**config.mk**
```make
export PLATFORM = sky130hd
export DESIGN_NAME = ctrl_cnt_relu_mux_flat
export DESIGN_NICKNAME = d
export VERILOG_FILES = /design/src/rtl/ctrl_cnt_relu_mux_if.sv /design/src/rtl/ctrl_cnt_relu_mux.sv /design/src/flat_wrapper.sv
export SDC_FILE = /design/constraint.sdc
export NUM_CORES = 1
export LEC_CHECK = 0
export ABC_AREA = 1
export CORE_MARGIN = 2
export CORE_UTILIZATION = 50
export CTS_BUF_LIST = sky130_fd_sc_hd__clkbuf_4 sky130_fd_sc_hd__clkbuf_8
export CTS_CLUSTER_SIZE = 30
export DETAILED_ROUTE_END_ITERATION = 10
export PLACE_DENSITY = 0.85
export SETUP_SLACK_MARGIN = 0.15
export SYNTH_ARGS = -nofsm -noshare
export SYNTH_HDL_FRONTEND = slang
export SYNTH_SLANG_ARGS = --single-unit
```
**constraint.sdc**
```tcl
create_clock -name clk -period 5.4 [get_ports clk]
set_clock_uncertainty 0.1 [all_clocks]
set_input_delay 0.81 -clock clk [delete_from_list [all_inputs] [get_ports clk]]
set_output_delay 0.81 -clock clk [all_outputs]
set_load 0.01 [all_outputs]
```
**src/rtl/ctrl_cnt_relu_mux_if.sv**
```systemverilog
// Handshake/bus bundle between the write-back controller and its driver.
interface ctrl_cnt_relu_mux_if #(
    parameter int unsigned SEL_W  = 4,
    parameter int unsigned ADDR_W = 10
);
    logic              cnt_clear;
    logic              cnt_load;
    logic [SEL_W:0]    max_grp;
    logic [ADDR_W-1:0] base_addr;
    logic              act_wb;
    logic              inc_relu_mux_cnt;
    logic [SEL_W-1:0]  sel_relu_mux;
    logic [ADDR_W-1:0] wb_addr;
    logic              wb_we;
    logic              wb_busy;
    logic              wb_done;

    modport master (
        output cnt_clear, cnt_load, max_grp, base_addr, act_wb, inc_relu_mux_cnt,
        input  sel_relu_mux, wb_addr, wb_we, wb_busy, wb_done
    );

    modport slave (
        input  cnt_clear, cnt_load, max_grp, base_addr, act_wb, inc_relu_mux_cnt,
        output sel_relu_mux, wb_addr, wb_we, wb_busy, wb_done
    );
endinterface

```
**src/rtl/ctrl_cnt_relu_mux.sv**
```systemverilog
// Write-back controller: steps the ReLU-group select on each output-mux sweep and
// generates a linear write-back address/enable until the last programmed group is done.
module ctrl_cnt_relu_mux #(
    parameter int unsigned SEL_W  = 4,
    parameter int unsigned ADDR_W = 10
) (
    input logic                clk,
    input logic                rst_n,
    ctrl_cnt_relu_mux_if.slave bus
);
    localparam logic [SEL_W-1:0]  SelOne  = {{(SEL_W-1){1'b0}}, 1'b1};
    localparam logic [SEL_W:0]    MaxOne  = {{SEL_W{1'b0}}, 1'b1};
    localparam logic [ADDR_W-1:0] AddrOne = {{(ADDR_W-1){1'b0}}, 1'b1};

    typedef enum logic [1:0] {StIdle, StWb, StDone} state_e;

    state_e            state_q, state_d;
    logic [SEL_W-1:0]  sel_q, sel_d;
    logic [ADDR_W-1:0] addr_q, addr_d;
    logic [SEL_W:0]    max_q, max_d;
    logic [ADDR_W-1:0] base_q, base_d;
    logic              busy_q, done_q;
    logic              we;
    logic              last_grp;

    assign last_grp = ({1'b0, sel_q} == (max_q - MaxOne));

    always_ff @(posedge clk or negedge rst_n) begin
        if (!rst_n) begin
            state_q <= StIdle;
            sel_q   <= '0;
            addr_q  <= '0;
            max_q   <= MaxOne;
            base_q  <= '0;
            busy_q  <= 1'b0;
            done_q  <= 1'b0;
        end else begin
            state_q <= state_d;
            sel_q   <= sel_d;
            addr_q  <= addr_d;
            max_q   <= max_d;
            base_q  <= base_d;
            busy_q  <= (state_d == StWb);
            done_q  <= (state_d == StDone);
        end
    end

    always_comb begin
        state_d = state_q;
        sel_d   = sel_q;
        addr_d  = addr_q;
        max_d   = max_q;
        base_d  = base_q;
        if (bus.cnt_clear) begin
            state_d = StIdle;
            sel_d   = '0;
            addr_d  = base_q;
        end else begin
            unique case (state_q)
                StIdle: begin
                    if (bus.cnt_load) begin
                        max_d  = (bus.max_grp == '0) ? MaxOne : bus.max_grp;
                        base_d = bus.base_addr;
                        addr_d = bus.base_addr;
                    end else if (bus.act_wb) begin
                        state_d = StWb;
                        addr_d  = addr_q + AddrOne;
                    end
                end
                StWb: begin
                    if (bus.act_wb) addr_d = addr_q + AddrOne;
                    if (bus.inc_relu_mux_cnt) begin
                        if (last_grp) begin
                            sel_d   = '0;
                            state_d = StDone;
                        end else begin
                            sel_d = sel_q + SelOne;
                        end
                    end
                end
                StDone: begin
                    // Reload base so the next pass needs no reprogramming.
                    state_d = StIdle;
                    addr_d  = base_q;
                end
                default: state_d = StIdle;
            endcase
        end
    end

    always_comb begin
        we               = bus.act_wb & ~bus.cnt_clear & rst_n & (state_q != StDone);
        bus.wb_we        = we;
        bus.wb_addr      = addr_q;
        bus.sel_relu_mux = sel_q;
        bus.wb_busy      = busy_q;
        bus.wb_done      = done_q;
    end
endmodule

```
**src/flat_wrapper.sv**
```systemverilog
// flat-port wrapper written by rule: the top's interface ports become plain ports
module ctrl_cnt_relu_mux_flat 
#(
    parameter int unsigned SEL_W  = 4,
    parameter int unsigned ADDR_W = 10
)
  (clk, rst_n, bus_cnt_clear, bus_cnt_load, bus_max_grp, bus_base_addr, bus_act_wb, bus_inc_relu_mux_cnt, bus_sel_relu_mux, bus_wb_addr, bus_wb_we, bus_wb_busy, bus_wb_done);
  ctrl_cnt_relu_mux_if #(.SEL_W(SEL_W), .ADDR_W(ADDR_W)) bus_i ();
  input logic clk;
  input logic rst_n;
  input wire logic [$bits(bus_i.cnt_clear)-1:0] bus_cnt_clear;
  input wire logic [$bits(bus_i.cnt_load)-1:0] bus_cnt_load;
  input wire logic [$bits(bus_i.max_grp)-1:0] bus_max_grp;
  input wire logic [$bits(bus_i.base_addr)-1:0] bus_base_addr;
  input wire logic [$bits(bus_i.act_wb)-1:0] bus_act_wb;
  input wire logic [$bits(bus_i.inc_relu_mux_cnt)-1:0] bus_inc_relu_mux_cnt;
  output wire logic [$bits(bus_i.sel_relu_mux)-1:0] bus_sel_relu_mux;
  output wire logic [$bits(bus_i.wb_addr)-1:0] bus_wb_addr;
  output wire logic [$bits(bus_i.wb_we)-1:0] bus_wb_we;
  output wire logic [$bits(bus_i.wb_busy)-1:0] bus_wb_busy;
  output wire logic [$bits(bus_i.wb_done)-1:0] bus_wb_done;
  assign bus_i.cnt_clear = bus_cnt_clear;
  assign bus_i.cnt_load = bus_cnt_load;
  assign bus_i.max_grp = bus_max_grp;
  assign bus_i.base_addr = bus_base_addr;
  assign bus_i.act_wb = bus_act_wb;
  assign bus_i.inc_relu_mux_cnt = bus_inc_relu_mux_cnt;
  assign bus_sel_relu_mux = bus_i.sel_relu_mux;
  assign bus_wb_addr = bus_i.wb_addr;
  assign bus_wb_we = bus_i.wb_we;
  assign bus_wb_busy = bus_i.wb_busy;
  assign bus_wb_done = bus_i.wb_done;
  ctrl_cnt_relu_mux #(.SEL_W(SEL_W), .ADDR_W(ADDR_W)) u_core (.clk(clk), .rst_n(rst_n), .bus(bus_i));
endmodule
```
* After elaboration in Yosys (flattened, before gate mapping) *
Cells that the tools add are included.

cells by class
  add/sub/neg operators = 3
  multiplexer cells = 15
  bitwise gates (word level) = 4
  equality and inequality tests = 6
  reductions and logical operators = 7

operator list
  operator                                          number
  two-way mux 10 bit                                3
  one-hot mux 10 bit (3 select lines)               1
  two-way mux 4 bit                                 4
  adder 10 x 1 -> 10 bit, second input constant     1
  two-way mux 2 bit                                 5
  == test 4 x 5 -> 1 bit                            1
  zero test 5 bit                                   1
  two-way mux 5 bit                                 1
  subtractor 5 x 1 -> 5 bit, second input constant  1
  adder 4 x 1 -> 4 bit, second input constant       1
  == test 2 x 1 -> 1 bit, second input constant     2
  == test 2 bit, second input constant              2
  one-hot mux 2 bit (2 select lines)                1
  nonzero test 2 bit                                2
  nonzero test 4 bit                                1
  bitwise AND 1 bit                                 3
  AND reduction 3 bit                               1
  zero test 2 bit                                   1
  != test 2 bit, second input constant              1
  AND reduction 2 bit                               1
  inverter 1 bit                                    1

word-level totals
  flip-flop bits (word level) = 33
  input bits = 21
  output and inout port bits = 17
  logic and storage cells = 42

* Longest topological paths before layout *
  word-level depth = 7
  gate-level depth with buffers = 13
  mapped depth without buffers = 13

* Worst setup path after synthesis *
OpenSTA, ideal clock, no wires.

  path kind = input port to output port
  start point = input bus_cnt_clear
  end point = output bus_wb_we
  cell stages on the path = 4
  required time = 4.490 ns
  path slack = 3.273 ns
  buffers on the path = 1
  arrival time = 1.217 ns
  path through = buf_6 -> inv_2 -> nand2_2 -> nor2_1

on the way
  longest elaborated chain between the ends = 4

RTL lines
  what                             line                     RTL
  start: declaration               flat_wrapper.sv:11       input wire logic [$bits(bus_i.cnt_clear)-1:0] bus_cnt_clear;
  inverter 1 bit (no source line)  n/a
  bitwise AND 1 bit (3 in a row)   ctrl_cnt_relu_mux.sv:92  we = bus.act_wb & ~bus.cnt_clear & rst_n & (state_q != StDone);
  end: declaration                 flat_wrapper.sv:19       output wire logic [$bits(bus_i.wb_we)-1:0] bus_wb_we;

Every way passes these cells.

* Worst setup path after layout *
Same ends and word-level chain as after synthesis.

==> impl_results.md <==
- Ys async rst share: 1.00
- Adder-Cell Fraction of Synth Area: 0.0338
- Final worst path period need: 3.54 ns
- Warnings, synthesis: 0
- P_leak: 1.35 nW
- Initial Util: 0.513
- Antenna violations before repair: 0
- Reg2Reg Launch Point: u_core.state_q[0]
- Yosys top cell area share: 0.361
- Routability congestion estimate: 0.857
- Area contributors post-synth: dfrtp_1, nand2_1, a21oi_1
- Register area share after synthesis: 0.373
- Min-delay src: u_core.base_q[6]
- DRT iter0 DRCs: 129
- Hpwl dp: 3720 microns
- Yosys top cell by area: dfrtp_1
- Max_cap viols: 0
- Share of layout cells above drive strength 1: 0.119
- Placed cell count: 389
- Ant. Diodes: 0
- GRT Total Usage: 0.223
- Vias after detailed routing: 2,150
- Crit end category: output port
- Slew Limit Fails: 0
- Hold Path Stages: 2
- Routed len/inst: 12.9 microns
- Slew @ Worst Pin: 0.639 ns
- Rows: 24
- Die ar.: 4990 sq um
- CTS Hold Bufs: 0
- Post-CTS sizing: 0
- Vias in the first global route: 2,014
- Die width: 70.6 microns
- Worst reg2reg endpoint: u_core.bus.wb_addr[2]
- Synth-to-Final Area Change: 21.4%
- Count leader, synth: nand2_1
- Netlist cell types: 37
- Pin count of the biggest net entering global routing: 35
- Number of iterations in the first detailed-routing pass: 4
- Fill count: 418
- I/O pin count: 38
- Endpoints failing setup: 0
- TNS Setup: 0 ns
- CTS buffer count: 5
- Compound-Gate Fraction of Synth Area: 0.152
- Final Hold Viols: 0
- Hold Path Sink: u_core.base_q[6]
- Net count reported at finish: 371
- Max VDD drop: 0.161 mV
- CP Class: in2out
- Slew margin rel.: 0.573
- R2R setup slack: 3.38 ns
- Clk sinks: 33
- Post-synthesis instance total: 309
- Final std cells w/o fill: 397
- # DRC: 0
- Synth Area in Simple Gates: 0.298
- CTS tree: done
- CP startpoint kind: input port
- Cells on worst reg2reg path: 9
- Drt total wl: 5100 microns
- Clock Path Buffers: 2
- Commonest cells post-synth: nand2_1, inv_1, dfrtp_1
- First-pass GRT wire length: 8890 microns
- Critical Path Fanout Max: 21
- Reg clk slew, reported paths: 0.06 ns
- GRT overflow: 0
- Main combinational cell family by area after synthesis: simple AND/OR/NAND/NOR gates
- Status: finished clean
- Die Span Y: 70.6 microns
- Post-CTS Setup Inserts: 0
- Number of I/O port buffers: 37
- Worst Path Required: 4.49 ns
- Syn nets: 336
- H-tree levels: 2
- Arrival time at the worst endpoint: 2.63 ns
- Pwr dens: 299 nW/um^2
- Via density: 5.42
- Final period util: 0.656
- Mean Syn Cell Area: 7.18 sq um
- Core region area: 4320 sq um
- Primary FF master, synth: dfrtp_1
- Post-route ant nets: 0
- Setup ws final: 1.86 ns
- Synth Area in XOR/XNOR: 0.0118
- Max Freq: 282 MHz
- Post-synth EDFFs: 0
- Count of state elements after synthesis: 33
- Post-layout util: 0.623
- Unrepaired setup endpoints after global routing: no
- Post-Place Setup Slack: 1.91 ns
- Clk_lat worst skew: 0.29 ns
- Root buffer cell: clkbuf_8
- Syn Std Cell Area: 2220 sq um
- HP Class: reg2reg
- Mux cell area share after synthesis: 0.0203
## where the power goes
group | switching (W) | total [W] | internal, W
clock | 0.0000895 | 0.000203 | 0.000114
sequential | 0.0000468 | 0.000337 | 0.000290
combinational | 0.000146 | 0.000266 | 0.000119
total | 0.000283 | 0.000806 | 0.000524
## area by class of cell
| type | instances | area (sq um) | share of cell area |
|---|---|---|---|
| tap | 52 | 65.1 | 0.0242 |
| multi-input combinational | 218 | 1140 | 0.425 |
| inverter | 48 | 181 | 0.0674 |
| timing repair buffer | 38 | 378 | 0.140 |
| sequential | 33 | 827 | 0.307 |
| clock buffer | 8 | 97.6 | 0.0362 |
## placed cells by master (no fill, tap or decap), types with 4 or more instances in the layout
| cell type | netlist | final |
|---|---|---|
| inv_2 | 11 | 11 |
| nand4_1 | 11 | 11 |
| clkbuf_8 | 0 | 6 |
| inv_1 | 36 | 36 |
| mux2_2 | 4 | 4 |
| nand3_1 | 14 | 14 |
| nor2_1 | 16 | 16 |
| a21oi_1 | 27 | 27 |
| clkdlybuf4s50_1 | 0 | 37 |
| o21ai_0 | 19 | 19 |
| dfrtp_1 | 32 | 32 |
| ha_1 | 6 | 6 |
| nand2_2 | 4 | 4 |
| nand2_1 | 89 | 89 |
| o21ai_1 | 5 | 5 |
## cell families (layout without fill, tap and decap cells)
kind of cell | after synthesis | after routing
and+or+nand+nor | 144 | 144
AOI/OAI and AO/OA | 61 | 61
buffers and inverters | 58 | 94
DFF | 33 | 33
adders and majority gates | 6 | 6
muxes | 4 | 4
xor gates and xnor gates | 3 | 3
## worst max path at each step
stage                        startpoint   endpoint  slack, ns  depth (start not counted)
after detailed placement  bus_cnt_clear  bus_wb_we       1.91                          5
after global routing      bus_cnt_clear  bus_wb_we       1.75                          5
final                     bus_cnt_clear  bus_wb_we       1.86                          5
after global placement    bus_cnt_clear  bus_wb_we       1.95                          5
after floorplan           bus_cnt_clear  bus_wb_we       3.27                          4
after CTS                 bus_cnt_clear  bus_wb_we       1.90                          5
## stage by stage
step | power, W | area, sq um | hold slack (ns)
finish | 0.000806 | 2690 | 0.389
global route | 0.000860 | 2690 | 0.418
global placement | 0.000596 | 2590 | 0.368
detailed placement | 0.000605 | 2590 | 0.375
CTS | 0.000809 | 2690 | 0.391
floorplan | 0.000503 | 2220 | 0.353
## state kept, by name, summed over array words and instances (netlist names)
signal and count:
u_core.bus.wb_busy 1, u_core.bus.wb_addr 10, u_core.base_q 10, u_core.state_q 2, u_core.bus.sel_relu_mux 4, u_core.bus.wb_done 1
u_core.max_q 5
## layer usage
layer	share of wire	track usage	vias up
met1	0.45	0.292	1008
li1	-	-	1070
met2	0.48	0.365	62
met4	0.019	0.105	0
met5	0	0	-
met3	0.050	0.0356	10
## worst max-delay path, cell delays in order
cell and delay [ns]:
clkdlybuf4s50_1 0.65, inv_2 0.40, nand2_2 0.12, nor2_1 0.10, clkdlybuf4s50_1 0.53
(Power assumes the default switching activity.)
